**src/rtl/inst_fetch_queue.sv**
```systemverilog
// rtl/inst_fetch_queue.sv - Fetch-to-decode instruction FIFO with flush and MIPS field split of the head entry
module inst_fetch_queue #(
  parameter int INST_MEM_WIDTH = 2,
  parameter int DEPTH          = 4,
  parameter int CNT_W          = $clog2(DEPTH + 1)
) (
  input  logic                      CLK,
  input  logic                      reset_n,
  input  logic                      in_valid,
  output logic                      in_ready,
  input  logic [31:0]               inst,
  input  logic [INST_MEM_WIDTH-1:0] pc,
  input  logic [INST_MEM_WIDTH-1:0] pc1,
  input  logic                      distinct,
  input  logic                      flush,
  output logic                      out_valid,
  input  logic                      out_ready,
  output logic [5:0]                opcode,
  output logic [4:0]                rs,
  output logic [4:0]                rt,
  output logic [4:0]                rd,
  output logic [4:0]                sa,
  output logic [5:0]                funct,
  output logic [15:0]               immediate,
  output logic [25:0]               inst_index,
  output logic [INST_MEM_WIDTH-1:0] pc_next,
  output logic [INST_MEM_WIDTH-1:0] pc1_next,
  output logic                      distinct_next,
  output logic [CNT_W-1:0]          count
);

  localparam int PTR_W = $clog2(DEPTH);
  localparam logic [CNT_W-1:0] FULL_CNT = CNT_W'(DEPTH);

  logic [31:0]               inst_mem [DEPTH];
  logic [INST_MEM_WIDTH-1:0] pc_mem   [DEPTH];
  logic [INST_MEM_WIDTH-1:0] pc1_mem  [DEPTH];
  logic                      dist_mem [DEPTH];

  logic [PTR_W-1:0] wptr;
  logic [PTR_W-1:0] rptr;
  logic             push;
  logic             pop;
  logic [31:0]      head_inst;

  // A full queue refuses a push even when the head is popped the same cycle.
  assign in_ready  = (count != FULL_CNT);
  assign out_valid = (count != '0);
  assign push      = in_valid && in_ready;
  assign pop       = out_valid && out_ready;

  always_ff @(posedge CLK or negedge reset_n) begin
    if (!reset_n) begin
      wptr  <= '0;
      rptr  <= '0;
      count <= '0;
    end else if (flush) begin
      wptr  <= '0;
      rptr  <= '0;
      count <= '0;
    end else begin
      if (push) wptr <= wptr + PTR_W'(1);
      if (pop)  rptr <= rptr + PTR_W'(1);
      case ({push, pop})
        2'b10:   count <= count + CNT_W'(1);
        2'b01:   count <= count - CNT_W'(1);
        default: count <= count;
      endcase
    end
  end

  // Storage is deliberately left unreset; only the pointers define occupancy.
  always_ff @(posedge CLK) begin
    if (push && !flush) begin
      inst_mem[wptr] <= inst;
      pc_mem[wptr]   <= pc;
      pc1_mem[wptr]  <= pc1;
      dist_mem[wptr] <= distinct;
    end
  end

  // An empty queue presents an all-zero word, i.e. a NOP bubble.
  assign head_inst     = out_valid ? inst_mem[rptr] : 32'd0;
  assign pc_next       = out_valid ? pc_mem[rptr]   : '0;
  assign pc1_next      = out_valid ? pc1_mem[rptr]  : '0;
  assign distinct_next = out_valid ? dist_mem[rptr] : 1'b0;

  assign opcode     = head_inst[31:26];
  assign rs         = head_inst[25:21];
  assign rt         = head_inst[20:16];
  assign rd         = head_inst[15:11];
  assign sa         = head_inst[10:6];
  assign funct      = head_inst[5:0];
  assign immediate  = head_inst[15:0];
  assign inst_index = head_inst[25:0];

endmodule

```
**config.mk**
```make
export PLATFORM = sky130hd
export DESIGN_NAME = inst_fetch_queue
export DESIGN_NICKNAME = d
export VERILOG_FILES = /design/src/rtl/inst_fetch_queue.sv
export SDC_FILE = /design/constraint.sdc
export NUM_CORES = 1
export LEC_CHECK = 0
export CAP_MARGIN = 20
export CORE_UTILIZATION = 50
export DETAILED_ROUTE_END_ITERATION = 7
export GPL_TIMING_DRIVEN = 0
export PLACE_DENSITY_LB_ADDON = 0.25
export SLEW_MARGIN = 15
export SYNTH_ARGS = -nofsm -noshare
export SYNTH_HDL_FRONTEND = slang
export SYNTH_SLANG_ARGS = --single-unit
```
**constraint.sdc**
```tcl
create_clock -name CLK -period 3.1 [get_ports CLK]
set_input_delay 0.62 -clock CLK [delete_from_list [all_inputs] [get_ports CLK]]
set_output_delay 0.62 -clock CLK [all_outputs]
set_load 0.02 [all_outputs]
```
==> results of run 1 <==
## synthesized netlist by cell type (all sizes together)
library cell,count
a2111oi,1
a21o,2
a21oi,4
a31oi,1
and2,41
and3,1
and3b,1
buf,51
clkbuf,6
dfrtp,7
edfxtp,148
fa,1
ha,4
inv,3
mux4,37
nand2,5
nand2b,1
nand3,5
nor2,7
nor2b,1
nor3b,1
nor4,1
o211ai,1
o21ai,2
or3,2
or3b,1
or4b,1
xnor2,2
xor2,3
## what timing repair did
action | 4_1_cts | 5_1_grt
resized for setup | 60 | 5
endpoints found under the setup margin | 70 | 4
setup buffers | 0 | 0
pin swaps | 0 | 0
## final cells by class
type	count	share of cell area [%]
buffer	57	5.00
clock buffer	18	5.03
clock inverter	13	1.23
inverter	3	0.132
multi-input combinational	126	16.7
sequential	155	54.2
tap	172	2.52
timing repair buffer	129	15.2
## critical path: cells and delay by family (launching register included)
| family | cells | cell delay [ps] |
|---|---|---|
| buf+inv | 3 | 940 |
| flops | 1 | 410 |
| simple gates | 2 | 610 |
## cells by family (layout without fill, tap and decap cells)
family	count (synthesis)	count (layout)	synth area share, %
flops	155	155	71.7
simple gates	68	68	6.31
buf+inv	60	220	6.29
mux	37	37	12.9
compound gates	11	11	1.05
fa+ha+maj	5	5	1.09
xor+xnor	5	5	0.679
## per-stage QoR
stage               setup TNS (ps)  util (%)  setup slack (ps)  std cells
global route                     0      67.6              10.9        673
CTS                              0      67.5              9.59        673
global placement            -83130      62.7              -582        638
detailed placement           -80.2      63.5             -80.2        642
floorplan                        0         -               409        341
finish                           0      67.6              88.7        673
## power by group
group | leakage, uW | total (uW) | switching [uW] | internal, uW
Clock | 0.000252 | 1850 | 763 | 1090
Sequential | 0.00144 | 2410 | 32.3 | 2380
Combinational | 0.00147 | 1510 | 747 | 767
Total | 0.00316 | 5780 | 1540 | 4230
## sequential cells by signal, summed over array words and instances, names as in the netlist
register / cells
rptr: 2
pc1_mem: 8
wptr: 2
count: 3
dist_mem: 4
inst_mem: 128
pc_mem: 8
## metal layers
metal | vias up | routed length, um
met5 | - | 0
met4 | 0 | 220
met3 | 17 | 554
met2 | 105 | 5990
met1 | 1727 | 4940
li1 | 1581 | -
## worst min path at each step
stage,from,to,slack (ps),depth (start not counted)
floorplan,reset_n,count[0],320,0
global placement,wptr[1],wptr[1],560,2
detailed placement,wptr[1],wptr[1],580,2
CTS,reset_n,count[0],480,1
global route,reset_n,count[0],500,1
finish,reset_n,count[0],480,1
==> results.toml, run 1 <==
[worst_setup_path]
rr_endpoint = "count[2]"
end_kind = "primary output"
crit_end = "immediate[6]"
crit_chain = "buf_4 -> or3_4 -> clkbuf_2 -> and2_1 -> clkdlybuf4s50_1"
slowest_delay_ps = 550
path_class = "reg2out"
crit_path_start_kind = "flip-flop"
slowest_stage = "clkdlybuf4s50_1"
path_max_fanout = 10
cp-startpoint = "count[0]"
r2r_start = "count[0]"
rr_worst_depth = 8
worstPathRequired_ps = 2480
arrival_ps = 2390
rrSetupSlack_ps = 300

[timing]
timing.final.crit_share_pct = 97.1
layout_min_cycle_time_ps = 3010
rsz0062_at_grt = "false"
slew_viol_final = 0
hold_slack_ps = 484
max_slew.worst_pin.slew_ps = 633
fmax_mhz = 332
worst_clock_skew_ps = 5.56
hold_viol = 0
setup_violations = 0
slew_headroom_pct = 57.8

[clock_tree]
clockRootBuffer = "clkbuf_16"
cts_hold_buf = 0
cts_buffer_depth = 2
numClockSinks = 155
worstSkewPairLatency_ps = 420
htree_levels = 4
cts_buffers = 17
clkTransAtPathRegs_ps = 60
cts_tree = "built"

[run_status]
status = "completed"

[yosys]
yosys.area.top_type = "edfxtp_1"
netlist_area_sq_mm = 0.00645
syn-num-nets = 388
synth_area_leaders = "edfxtp_1 (69%), mux4_2 (13%), buf_4 (5.1%), and2_1 (4.0%), dfrtp_1 (2.7%)"
ys_seq_area_share_pct = 71.7
ys_ff_latch = 155
yosysWarnings = 0
syn_avg_cell_area_sq_um = 18.9
yosys.area.top_type_share_pct = 68.9
syn_inst = 341
ys_types = 33

[pwr]
irDropWorstVdd_mv = 0.408
powerDensity_mw_per_mm2 = 677
total_power_uw = 5780
p_leak_uw = 0.00316

[global_route]
grt.met1_usage_pct = 24.6
grtUsageMet2_pct = 32.1
use_met3_pct = 5.23
grt_pass1_vias = 3547
grt_pass1_wl_um = 18500
grt-ovfl-total = 0
grt_use_total_pct = 19.5
grt-busiest-layer = "met2"
grt_max_degree = 28
antenna_found_initial = 0

[cells_and_area]
fin_area_sq_mm = 0.00853
antenna_cells = 0
drive_gt1_share_pct = 26.1
seq_area_sq_mm = 0.00462
layout_common_cells = "edfxtp_1 (148), clkdlybuf4s50_1 (74), buf_4 (47), dlygate4sd2_1 (47)"
final_common_cell = "edfxtp_1"
num-fill-cells = 881
multi_input_area_sq_mm = 0.00143
area_delta_synth_final_pct = 32.3
fin_nets = 536

[detailed_routing]
finalWirelength_um = 11700
drc = 0
drt_iter0_markers = 169
viasPerCell = 5.10
first_pass_iters = 4
via_count = 3430
antenna_left = 0
avgRoutedWirePerCell_um = 17.4

[job]
cap_viol_max_count = 0

[place]
placed_cell_area_sq_mm = 0.00801
portBuffers = 125
gp_congestion = 0.815
dp_hpwl_um = 7700

[floorplan]
die_area_sq_mm = 0.0134
fp.dieH_um = 116
pin_count = 126
rows = 41
die_w_um = 116
core_sq_mm = 0.0126
start_util_pct = 51.1

[min_path]
hold_class = "in2async"
No activity file was read; power rests on OpenSTA's default activity.
==> run 2: changes to the inputs <==
Settings changed: CORE_UTILIZATION 50 to 52, CTS_CLUSTER_SIZE set to 10, MAX_ROUTING_LAYER set to met4.
==> run 2 against run 1 <==
Via count fell by 0.44%. First-iteration DRC count shrank 14%. Flip-flop and latch count unchanged. Sequential share of layout area shrank 0.29 points. Wire length up 0.36%. Die area is 3.8% lower. Cell area rose by 0.57%. Largest power group unchanged.
==> results.toml, run 2 (synthesis results as in run 1) <==
[cells_and_area]
area_delta_synth_final_pct = 33.1
final_core_util_pct = 71.1
largest_reg_flops = 128
top_register = "inst_mem"
num-fill-cells = 813
drive_gt1_share_pct = 26.4
final_common_cell = "edfxtp_1"
fin_area_sq_mm = 0.00858
fin_cells = 668
top_regs = "inst_mem: 128 flops, pc1_mem: 8 flops, pc_mem: 8 flops"
antenna_cells = 0
layout_common_cells = "edfxtp_1 (148), clkdlybuf4s50_1 (78), buf_4 (45)"
fin_nets = 535

[clock_tree]
cts_hold_buf = 0
cts_buffers = 17
htree_levels = 4
cts_tree = "built"
numClockSinks = 155
cts_setup_buffers = 0
cts_buffer_depth = 2
clkTransAtPathRegs_ps = 60
clockRootBuffer = "clkbuf_16"
worstSkewPairLatency_ps = 410

[pwr]
power_frac_clock_pct = 32.9
p_comb_share_pct = 26.0
total_power_uw = 5880
sw_frac_of_total_pct = 26.2
p_leak_uw = 0.00322
powerDensity_mw_per_mm2 = 685
p_int_uw = 4340
switchingPower_uw = 1540
seqPwrFrac_pct = 41.1
irDropWorstVdd_mv = 0.386

[place]
dp_hpwl_um = 7480
place_inst = 638
portBuffers = 125
gp_congestion = 0.772
placed_cell_area_sq_mm = 0.00801

[global_route]
grt_pass1_vias = 3592
grtUsageMet2_pct = 36.3
grt_use_total_pct = 20.4
grt.met1_usage_pct = 23.0
use_met3_pct = 4.66
grt_max_degree = 25
antenna_found_initial = 0
grt-ovfl-total = 0
grt-busiest-layer = "met2"
grt_pass1_wl_um = 18400

[timing]
max_slew.worst_pin.slew_ps = 574
timing.final.crit_share_pct = 97.2
setup_violations = 0
layout_min_cycle_time_ps = 3010
fmax_mhz = 332
rsz0062_at_grt = "false"
slew_headroom_pct = 61.8
slew_viol_final = 0
worst_clock_skew_ps = 11.5
hold_viol = 0

[worst_setup_path]
worstPathRequired_ps = 2480
crit_chain = "buf_4 -> or3_4 -> clkbuf_4 -> and2_1 -> clkdlybuf4s50_1"
path_class = "reg2out"
cp_num_buf_inv = 3
arrival_ps = 2390
path_max_fanout = 10
end_kind = "primary output"
rrSetupSlack_ps = 320
slowest_delay_ps = 550
path_delay_family = "buffers and inverters"
crit_path_start_kind = "flip-flop"
slowest_stage = "clkdlybuf4s50_1"

[detailed_routing]
viasPerCell = 5.11
avgRoutedWirePerCell_um = 17.6
drc = 0
antenna_left = 0
drt_iter0_markers = 145
finalWirelength_um = 11700
via_count = 3415
first_pass_iters = 4

[floorplan]
rows = 40
die_w_um = 113
fp.dieH_um = 113
core_sq_mm = 0.0121
start_util_pct = 53.4
die_area_sq_mm = 0.0128
pin_count = 126

[job]
cap_viol_max_count = 0

[min_path]
hold_class = "in2async"

[run_status]
status = "completed"
## run 2: area by class of cell
cell class	count	area, sq um	area share, %
multi-input cells	126	1430	16.6
clock buffers	19	433	5.05
clock inverters	12	126	1.47
inverters	3	11.3	0.131
well taps	168	210	2.45
repair buffers	129	1330	15.4
plain buffers	56	427	4.97
flip-flops and latches	155	4620	53.9
## run 2: worst paths after layout
path / start / to / cells past startpoint
max reg2reg: count[0] / count[2] / 8
max in group asynchronous: reset_n / rptr[0] / 1
max: count[0] / immediate[13] / 5
min reg2reg: wptr[1] / wptr[1] / 2
min: reset_n / count[1] / 1
min in group CLK: wptr[1] / wptr[1] / 2
## run 2: what timing repair did
action | CTS | global route
endpoints found under the setup margin | 79 | 16
gates cloned | 0 | 0
gates resized for setup | 52 | 14
endpoints found under the hold margin | 0 | 0
pin swaps | 0 | 0
## run 2: per-stage QoR
step / hold slack (ps) / setup TNS [ps] / worst slack [ps]
after floorplan: 324 / 0 / 409
after global placement: 555 / -81310 / -559
after detailed placement: 587 / -50.5 / -50.5
after CTS: 476 / -222 / -87.1
after global routing: 490 / 0 / 4.54
final: 490 / 0 / 85.5
## run 2: per-layer routing
| layer | up-vias | part of all wire (%) |
|---|---|---|
| met5 | - | 0 |
| met4 | 0 | 0.75 |
| met3 | 8 | 4.7 |
| met2 | 116 | 55 |
| met1 | 1718 | 39 |
| li1 | 1573 | - |
## run 2: power groups by stage
stage / Clock, uW / Combinational (uW) / Sequential (uW)
after floorplan: 0 / 934 / 2460
after global placement: 0 / 1580 / 2460
after detailed placement: 0 / 1620 / 2460
after CTS: 1960 / 1560 / 2420
after global routing: 2060 / 1630 / 2420
final: 1930 / 1530 / 2420
==> run 3: changes to the inputs <==
Settings changed: CTS_CLUSTER_DIAMETER set to 120, GPL_ROUTABILITY_DRIVEN set to 0, REMOVE_ABC_BUFFERS set to 1.
==> run 3 against run 2 <==
Die area unchanged. Register-to-register slack improved by 70 ps. Worst hold slack got worse by 24 ps. Sequential share of layout area increased by 2.0 points. Highest routed layer unchanged. Critical path depth decreased by 1. Wire length decreased by 3.3%. Non-clock buffer count decreased by 52. Core utilization decreased by 2.4 points. Sequential power about the same. Cell area decreased by 3.4%.
==> results.toml, run 3 (synthesis results as in run 1) <==
[cells_and_area]
drive_gt1_share_pct = 18.8
final_core_util_pct = 68.7
top_regs = "inst_mem: 128 flops, pc1_mem: 8 flops, pc_mem: 8 flops"
antenna_cells = 0
fin_nets = 483
area_delta_synth_final_pct = 28.6
largest_reg_flops = 128
layout_common_cells = "edfxtp_1 (148), clkdlybuf4s50_1 (125), mux4_2 (37), and2_1 (37), clkbuf_16 (17)"
top_register = "inst_mem"
final_common_cell = "edfxtp_1"

[global_route]
grt-ovfl-total = 0
grt_pass1_vias = 3322
grt_pass1_wl_um = 17900
grt_max_degree = 42
antenna_found_initial = 0
grt_use_total_pct = 20.0

[worst_setup_path]
path_class = "reg2out"
end_kind = "primary output"
rrSetupSlack_ps = 390
crit_path_start_kind = "flip-flop"
arrival_ps = 2380
worstPathRequired_ps = 2480
path_max_fanout = 24

[clock_tree]
numClockSinks = 155
cts_buffers = 17
cts_buffer_depth = 2
worstSkewPairLatency_ps = 420
clkTransAtPathRegs_ps = 60
clockRootBuffer = "clkbuf_16"
htree_levels = 4
cts_tree = "built"

[detailed_routing]
drt_iter0_markers = 146
antenna_left = 0
viasPerCell = 5.27
first_pass_iters = 4
finalWirelength_um = 11400
avgRoutedWirePerCell_um = 18.5
via_count = 3242
drc = 0

[floorplan]
rows = 40
start_util_pct = 53.4
pin_count = 126
core_sq_mm = 0.0121
die_area_sq_mm = 0.0128
fp.dieH_um = 113
die_w_um = 113

[timing]
setup_violations = 0
fmax_mhz = 334
timing.final.crit_share_pct = 96.7
slew_viol_final = 0
hold_viol = 0
rsz0062_at_grt = "false"
hold_slack_ps = 465
fin_ws_ps = 102
layout_min_cycle_time_ps = 3000
max_slew.worst_pin.slew_ps = 507
worst_clock_skew_ps = 8.23
slew_headroom_pct = 66.2

[job]
cap_viol_max_count = 0

[pwr]
powerDensity_mw_per_mm2 = 727
total_power_uw = 6020
irDropWorstVdd_mv = 0.354
p_leak_uw = 0.00271

[place]
portBuffers = 125
pre_cts_ws_ps = -83.6
dp_hpwl_um = 6820

[min_path]
hold_class = "in2async"

[run_status]
status = "completed"
[run 3: area by class of cell]
cell class	instances	area, sq um
repair buffers	133	1390
fillers	831	3770
well taps	168	210
inverters	3	11.3
clock buffers	18	429
multi-input cells	126	1430
clock inverters	12	199
flip-flops and latches	155	4630
[run 3: per-stage QoR]
step,setup TNS [ps],std cells,cell area (sq um)
CTS,0,615,8290
global route,0,615,8290
global placement,-182330,577,7510
finish,0,615,8290
floorplan,-7060,284,6050
detailed placement,-83.6,583,7640
[run 3: power breakdown]
group / leakage [uW] / internal (uW) / switching (uW)
Clock: 0.000306 / 1420 / 780
Sequential: 0.00143 / 2380 / 42.7
Combinational: 0.000971 / 704 / 695
Total: 0.00271 / 4510 / 1520
[run 3: metal layers]
layer  routed length [um]  share of wire [%]  track usage [%]  up-vias
li1                     -                  -                -     1466
met1                 4960                 44             25.4     1653
met2                 5670                 50             31.1      111
met3                  624                5.5             6.32       12
met4                  108               0.95             6.14        0
met5                    0                  0                -        -
[run 3: final timing paths]
| check | to | start | cells after the start |
|---|---|---|---|
| max | immediate[4] | rptr[1] | 4 |
| min | rptr[0] | reset_n | 1 |
| max reg2reg | count[2] | count[2] | 6 |
| min reg2reg | wptr[1] | wptr[1] | 2 |
| max in group asynchronous | rptr[1] | reset_n | 1 |
| min in group CLK | wptr[1] | wptr[1] | 2 |
[run 3: worst max-delay path, cell delays in order, from the launching register on]
cell	delay, ps
dfrtp_2	650
buf_12	260
mux4_2	320
and2_1	190
clkdlybuf4s50_1	540
[run 3: timing repair]
action,in CTS,in global routing
pin swaps,0,0
gates resized for setup,0,2
hold buffers,0,0
endpoints found under the setup margin,50,47
setup buffers,2,0
